[src/rtl/cfg_bitstream_loader.sv]
// Fabric configuration writer: receives a byte-serial bitstream, assembles it
// in a shadow image, checks sync and checksum, and commits the whole image
// onto the parallel config buses in one edge so the fabric never sees a
// partial configuration.
module cfg_bitstream_loader #(
  parameter logic [7:0] SYNC_BYTE = 8'hA5,
  parameter int         TIMEOUT   = 1024
) (
  input  logic         clk,
  input  logic         reset,
  input  logic [7:0]   in_data,
  input  logic         in_valid,
  output logic         in_ready,
  output logic [8:0]   BLE_dff_select,
  output logic [3:0]   IO_sel,
  output logic [19:0]  IO_in,
  output logic [143:0] LUT_in,
  output logic [239:0] SB_in,
  output logic [419:0] CB_in,
  output logic [35:0]  sel_direction_BLEout,
  output logic [17:0]  sel_direction,
  output logic         fabric_hold,
  output logic         cfg_valid,
  output logic         cfg_done,
  output logic         cfg_err
);

  localparam logic [1:0] S_IDLE   = 2'd0;
  localparam logic [1:0] S_LOAD   = 2'd1;
  localparam logic [1:0] S_CHECK  = 2'd2;
  localparam logic [1:0] S_COMMIT = 2'd3;

  // Image width actually used; the top 5 bits of the last payload byte are dropped.
  localparam int IMG_W = 891;
  localparam int TW    = $clog2(TIMEOUT + 1);

  logic [1:0]       state;
  logic [1:0]       state_nxt;
  logic [6:0]       count;
  logic [7:0]       csum;
  logic [TW-1:0]    tcnt;
  logic             match;
  logic             take;
  logic             in_frame;
  logic             timeout_hit;
  logic [IMG_W-1:0] shadow;
  logic [IMG_W-1:0] cfg_img;

  assign in_ready    = (state != S_COMMIT);
  assign take        = in_valid & in_ready;
  assign in_frame    = (state == S_LOAD) || (state == S_CHECK);
  assign timeout_hit = in_frame && !take && (tcnt == TW'(TIMEOUT - 1));

  // Next-state selection; timeout abort takes priority over frame progress.
  always_comb begin
    state_nxt = state;
    case (state)
      S_IDLE:   if (take && (in_data == SYNC_BYTE)) state_nxt = S_LOAD;
      S_LOAD: begin
        if (timeout_hit)                    state_nxt = S_IDLE;
        else if (take && (count == 7'd111)) state_nxt = S_CHECK;
      end
      S_CHECK: begin
        if (timeout_hit) state_nxt = S_IDLE;
        else if (take)   state_nxt = S_COMMIT;
      end
      S_COMMIT: state_nxt = S_IDLE;
      default:  state_nxt = S_IDLE;
    endcase
  end

  // Control state: FSM, byte counter, running checksum, timeout and status pulses.
  always_ff @(posedge clk or negedge reset) begin
    if (!reset) begin
      state       <= S_IDLE;
      count       <= '0;
      csum        <= '0;
      tcnt        <= '0;
      match       <= 1'b0;
      fabric_hold <= 1'b0;
      cfg_valid   <= 1'b0;
      cfg_done    <= 1'b0;
      cfg_err     <= 1'b0;
    end else begin
      state       <= state_nxt;
      fabric_hold <= (state_nxt != S_IDLE);
      cfg_done    <= 1'b0;
      cfg_err     <= 1'b0;

      if (in_frame && !take && !timeout_hit) tcnt <= tcnt + 1'b1;
      else                                   tcnt <= '0;

      if (timeout_hit) cfg_err <= 1'b1;

      case (state)
        S_IDLE: begin
          if (take && (in_data == SYNC_BYTE)) begin
            count <= '0;
            csum  <= '0;
          end
        end
        S_LOAD: begin
          if (take) begin
            count <= count + 1'b1;
            csum  <= csum + in_data;
          end
        end
        S_CHECK: begin
          if (take) match <= (in_data == csum);
        end
        S_COMMIT: begin
          if (match) begin
            cfg_done  <= 1'b1;
            cfg_valid <= 1'b1;
          end else begin
            cfg_err   <= 1'b1;
          end
        end
        default: ;
      endcase
    end
  end

  // Shadow image: cleared on sync, payload byte k lands at bits [8k+7:8k].
  always_ff @(posedge clk or negedge reset) begin
    if (!reset) begin
      shadow <= '0;
    end else if ((state == S_IDLE) && take && (in_data == SYNC_BYTE)) begin
      shadow <= '0;
    end else if ((state == S_LOAD) && take) begin
      for (int i = 0; i < 8; i++) begin
        if ({count, 3'(i)} < 10'(IMG_W)) shadow[{count, 3'(i)}] <= in_data[i];
      end
    end
  end

  // Committed image: replaced in a single edge only when the checksum matched.
  always_ff @(posedge clk or negedge reset) begin
    if (!reset)                             cfg_img <= '0;
    else if ((state == S_COMMIT) && match)  cfg_img <= shadow;
  end

  assign BLE_dff_select       = cfg_img[8:0];
  assign IO_sel               = cfg_img[12:9];
  assign IO_in                = cfg_img[32:13];
  assign LUT_in               = cfg_img[176:33];
  assign SB_in                = cfg_img[416:177];
  assign CB_in                = cfg_img[836:417];
  assign sel_direction_BLEout = cfg_img[872:837];
  assign sel_direction        = cfg_img[890:873];

endmodule
[config.mk]
export PLATFORM = sky130hd
export DESIGN_NAME = cfg_bitstream_loader
export DESIGN_NICKNAME = d
export VERILOG_FILES = /design/src/rtl/cfg_bitstream_loader.sv
export SDC_FILE = /design/constraint.sdc
export NUM_CORES = 2
export LEC_CHECK = 0
export BUFFER_PORTS_ARGS = -buffer_cell sky130_fd_sc_hd__buf_2
export CAP_MARGIN = 20
export CORE_AREA = 2 2 356 358
export CTS_BUF_LIST = sky130_fd_sc_hd__clkbuf_8
export DETAILED_ROUTE_END_ITERATION = 8
export DIE_AREA = 0 0 358 360
export GPL_ROUTABILITY_DRIVEN = 1
export PLACE_DENSITY = 0.8
export SLEW_MARGIN = 20
export SYNTH_ARGS = -nofsm -noshare
export SYNTH_HDL_FRONTEND = slang
export SYNTH_SLANG_ARGS = --single-unit
export TNS_END_PERCENT = 100
[constraint.sdc]
create_clock -name clk -period 3.3 [get_ports clk]
set_input_delay 0.165 -clock clk [delete_from_list [all_inputs] [get_ports clk]]
set_output_delay 0.165 -clock clk [all_outputs]
set_load 0.05 [all_outputs]
Word level (Yosys, flattened, before mapping)
Cells that the tools add are included.
- logic and storage cells: 142
- memory bits (writable): 0
- bits of input ports: 11
- memories kept: 0
- latch bits: 0
- memory bits (read-only): 0
- bits in registers: 1815
- eq/ne operators: 10
- divide/modulo/power cells: 0
- bitwise operators: 1
- reductions and logical operators: 27
- add/sub/neg operators: 3
- muxes and demuxes: 66
- shift operators: 0
- multipliers: 0
- magnitude comparators: 24
- operators by type and width (kind ; number):
    $mux 891 ; 24
    $bwmux 891 ; 8
    $lt 10x11->1 const B ; 8
    $ge 10x1->1 const B ; 8
    $lt 10x10->1 const B ; 8
    $demux 1 s7 ; 8
    $logic_and 1x1->1 ; 17
    $mux 8 ; 2
    $pmux 8 s2 ; 1
    $mux 7 ; 2
    $pmux 7 s2 ; 1
    $mux 1 ; 13
    $add 11x1->11 const B ; 1
    $eq 11x10->1 const B ; 1
    $mux 11 ; 1
    $mux 2 ; 5
    $add 8x8->8 ; 1
    $eq 8x8->1 ; 1
    $eq 8x8->1 const B ; 1
    $pmux 2 s4 ; 1
    $add 7x1->7 const B ; 1
    $eq 7x7->1 const B ; 1
    $ne 2x2->1 const B ; 3
    $reduce_bool 2->1 ; 3
    8 further kinds ; 11

Depth between registers and ports, before layout
- depth in word-level cells: 36
- gate-level depth with buffers: 10
- depth with buffers taken out: 8

Worst setup path after synthesis
Ideal clock, no wire load.
- path type: reg2reg
- start point: register state[1]
- end point: register shadow[851]
- library setup time: 0.121 ns
- path slack: 1.096 ns
- path buffers: 3
- arrival: 2.083 ns
- cell stages (with the launch flop): 11
- path through: dfrtp_1 inv_1 ha_1 buf_4 and3b_1 nand2_1 buf_6 or4_1 buf_2 mux2i_1 nor2_1
- cells in the longest elaborated chain, start to end: 5
- elaborated cells on any way between the ends: 9
- those cells by class: 2 x eq/ne; 1 x mux; 1 x bitwise; 5 x reduce/logical
- ends and longest elaborated chain (item ; line ; source):
    start: declaration ; 37 ; logic [1:0] state;
    start signal: assignment ; 85 ; state <= state_nxt;
    $ne 2x2->1 ; 49 ; assign in_ready = (state != S_COMMIT);
    $and 1x1->1 ; 50 ; assign take = in_valid & in_ready;
    $logic_and 1x1->1 (2 in series) ; 128 ; end else if ((state == S_IDLE) && take && (in_data == SYNC_BYTE)) begin
    $mux 891 or $reduce_bool 2->1 (tied branches) ; -- ;
    end signal: indexed assignment ; 132 ; if ({count, 3'(i)} < 10'(IMG_W)) shadow[{count, 3'(i)}] <= in_data[i];
    end: declaration ; 46 ; logic [IMG_W-1:0] shadow;
Parallel ways exist; a longest one is shown, timed or not.
A chain may end at the register's enable or synchronous reset.

Worst setup path after layout
- start point: register state[1]
- end point: register shadow[358]
Same word-level chain as after synthesis.

==> results.md <==
* Mean Syn Cell Area at 9.75 um^2
* Hold WC Path Type: input pin to async pin
* Rows at 130
* CP delay by family, top: simple AND/OR/NAND/NOR gates
* Largest net degree at the start of global routing at ~200
* IO buf count at 906
* Pleak at 46.8 nW
* Worst setup SP type: flop
* Power per Cell Area at 509 mW/mm^2
* DP HPWL at 139 mm
* Library cells used by synthesis at 65
* Synthesized area at 0.0716 mm^2
* Die height at 360 um
* Max Clock Skew at 0.0729 ns
* Drt total wl at 223 mm
* Share of layout cells above drive strength 1 at 0.186
* Synth Instances at 7344
* Total GRT Usage at 0.345
* CTS tree: done
* Post-layout net count at 8244
* Area contributors post-synth: dfrtp_1 63%, nand2_1 16%, a22o_1 3.9%
* Most common cell after layout, fill and taps aside: nand2_1
* RSZ-0062 raised after global routing: no
* Pint at ~0.033 W
* CTS buffer count at 301
* Skew-Pair Late Insertion Delay at around 1.0 ns
* Xor and xnor area share after synthesis at 0.00196
* Top FF cell, synth: dfrtp_1
* Worst-case clock buffer depth at 4
* Vias at 59000
* Pre-CTS setup slack at 0.457 ns
* Period utilisation layout at 0.881
* Die Width at 358 um
* Most frequent cells in the layout: 3145 x nand2_1, 1815 x dfrtp_1, 900 x buf_2
* Fin area at 0.0837 mm^2
* CTS clk-pin slew, worst paths at 0.06 ns
* Root Driver: clkbuf_8
* Antenna viol nets, final at 0
* Ports at about 900
* Antenna violations before repair at 7
* Post-DR vias/cell at 5.86
* Slowest stage delay, CP at about 0.45 ns
* Flop pwr share at 0.524
* Minimum clock period at 2.91 ns
* Hold slack at 0.150 ns
* DRC violations left at 0
* Synth warn at 0
* Core Box Area at 0.125 mm^2
* Critical path class: flop to flop
* Synth Area in Adders at 0.00273
* Post-synth top area cell: dfrtp_1
* Clock power share at 0.448
* GRT overflow at 0
* Max-cap viol count at 0
* Critical Path End Type: flop
* Outcome: finished, final reports clean
* Max VDD drop at just under 0.0004 V
* Sw frac at 0.233
* Post-synth EDFFs at 0
* Compound-cell area share of the yosys netlist at 0.0777
* Main combinational cell family by area after synthesis: simple AND/OR/NAND/NOR gates
* Initial Utilization at 0.573
* Net Count, Synth at ~7400
* Combinational share of power at 0.028
* Die footprint at 0.129 mm^2
* Crit-path max FO at 94
* Slew @ Worst Pin at 1.13 ns
* RD Place Congestion at between 0.8 and 0.9
* Buffer and inverter count on the worst path at 3
* First-pass GRT wire length at 341 mm
* Register bit total from synthesis at 1815
* Vias in the first global route at 58600
* Mux cell area share after synthesis at 0.0255
* Arr. time, crit path at 3.74 ns
* Setup TNS at 0 ns
* Wirelength per Cell at 22.2 um
* Max_slew headroom at 0.249
* Postcts setup bufs at 0
* Sw Pwr at about 0.0099 W
* FMAX at 0.344 GHz
* Critical path required time at 4.13 ns
* Area grow syn2layout at 16.9%
* Crit-path cells: inv_1 -> ha_1 -> nand3b_1 -> nor2_4 -> buf_12 -> buf_12 -> nand2_1 -> nand2_1 -> a21oi_1
* Slowest CP cell: dfrtp_1
* Clock H-tree levels at 5
* Clk sinks at about 1800
* Synth Area in Simple Gates at 0.228
* Placed cell areas at 0.0779 mm^2
* Ys async rst share at 1.00
* Post-synth top area share at 0.634
* Final Hold Fails at 0
* Sequential share of the synthesized area at 0.634
* TritonRoute pass-1 iters at 6
* Initial drt markers at 6835
* Slew Viols, Final at 0
* Final WS setup at 0.392 ns
* Finish-stage setup viols at 0
[cells by family (layout without fill, tap and decap cells)]
logic type / after synthesis / count (layout)
xor gates and xnor gates: 16 / 16
other: 0 / 4
AOI/OAI and AO/OA: 845 / 845
adders and majority gates: 15 / 15
muxes: 182 / 182
and+or+nand+nor: 3972 / 3972
DFF: 1815 / 1815
buffers and inverters: 499 / 1573
[timing repair]
item	in CTS	in global routing
hold buffers	13	0
hold endpoints to repair	2395	0
gates resized for setup	0	0
[per-layer routing]
metal  GRT usage  wire (um)  up-vias
li1            -          -    25600
met1       0.446      83800    29300
met2       0.524     103000     3365
met3      0.0790      20500      788
met4       0.228      15900       10
met5           0         62        -
[power by group through the flow]
stage | sequential, W | clock [W] | combinational [W]
floorplan | 0.0227 | 0 | 0.000365
global placement | 0.0227 | 0 | 0.00114
detailed placement | 0.0227 | 0 | 0.00117
CTS | 0.0223 | 0.0192 | 0.00119
global route | 0.0223 | 0.0203 | 0.00128
finish | 0.0223 | 0.0191 | 0.00118
[worst paths after layout]
check,start,endpoint,cells past startpoint,slack (ns)
max,state[1],shadow[358],9,0.39
max reg2reg,state[1],shadow[358],9,0.39
min reg2reg,shadow[60],cfg_img[60],2,0.42
min in group clk,in_data[3],csum[3],5,0.41
max in group asynchronous,reset,cfg_img[403],3,2.49
min,reset,cfg_img[862],3,0.15
[Yosys cell counts (11+ instances only)]
cell / n
nand2_1: 3147
dfrtp_1: 1815
a21oi_1: 479
nand3_1: 391
a22o_1: 323
clkbuf_1: 312
nor2_1: 271
mux2i_1: 181
buf_2: 151
nor2_4: 43
nor2_2: 24
ha_1: 14
buf_4: 12
nor3_4: 11
o21ai_0: 11
[area by class of cell]
type	count	area [um^2]
flip-flops and latches	1815	45400
fillers	9355	41200
multi-input cells	5030	24100
repair buffers	1060	6410
clock buffers	372	5120
well taps	1650	2060
clock inverters	131	584
inverters	10	45.0
diodes	4	10.0
[worst register-to-register path, stage by stage (launching register included)]
cell	delay (ns)
dfrtp_1	0.45
inv_1	0.14
ha_1	0.36
nand3b_1	0.39
nor2_4	0.35
buf_12	0.23
buf_12	0.35
nand2_1	0.32
nand2_1	0.14
a21oi_1	0.07
[sequential cells by signal, summed over array words and instances (netlist names)]
register / count
fabric_hold: 1
count: 7
shadow: 891
match: 1
tcnt: 11
cfg_err: 1
cfg_done: 1
cfg_img: 891
state: 2
csum: 8
cfg_valid: 1
[metrics by stage]
| stage | utilization | cells | total power, W |
|---|---|---|---|
| detailed placement | 0.623 | 9552 | 0.0239 |
| global route | 0.670 | 10100 | 0.0439 |
| global placement | 0.623 | 9552 | 0.0239 |
| floorplan | - | 7344 | 0.0231 |
| CTS | 0.670 | 10100 | 0.0428 |
| finish | 0.670 | 10100 | 0.0426 |
Power figures use the tool's default switching activity.
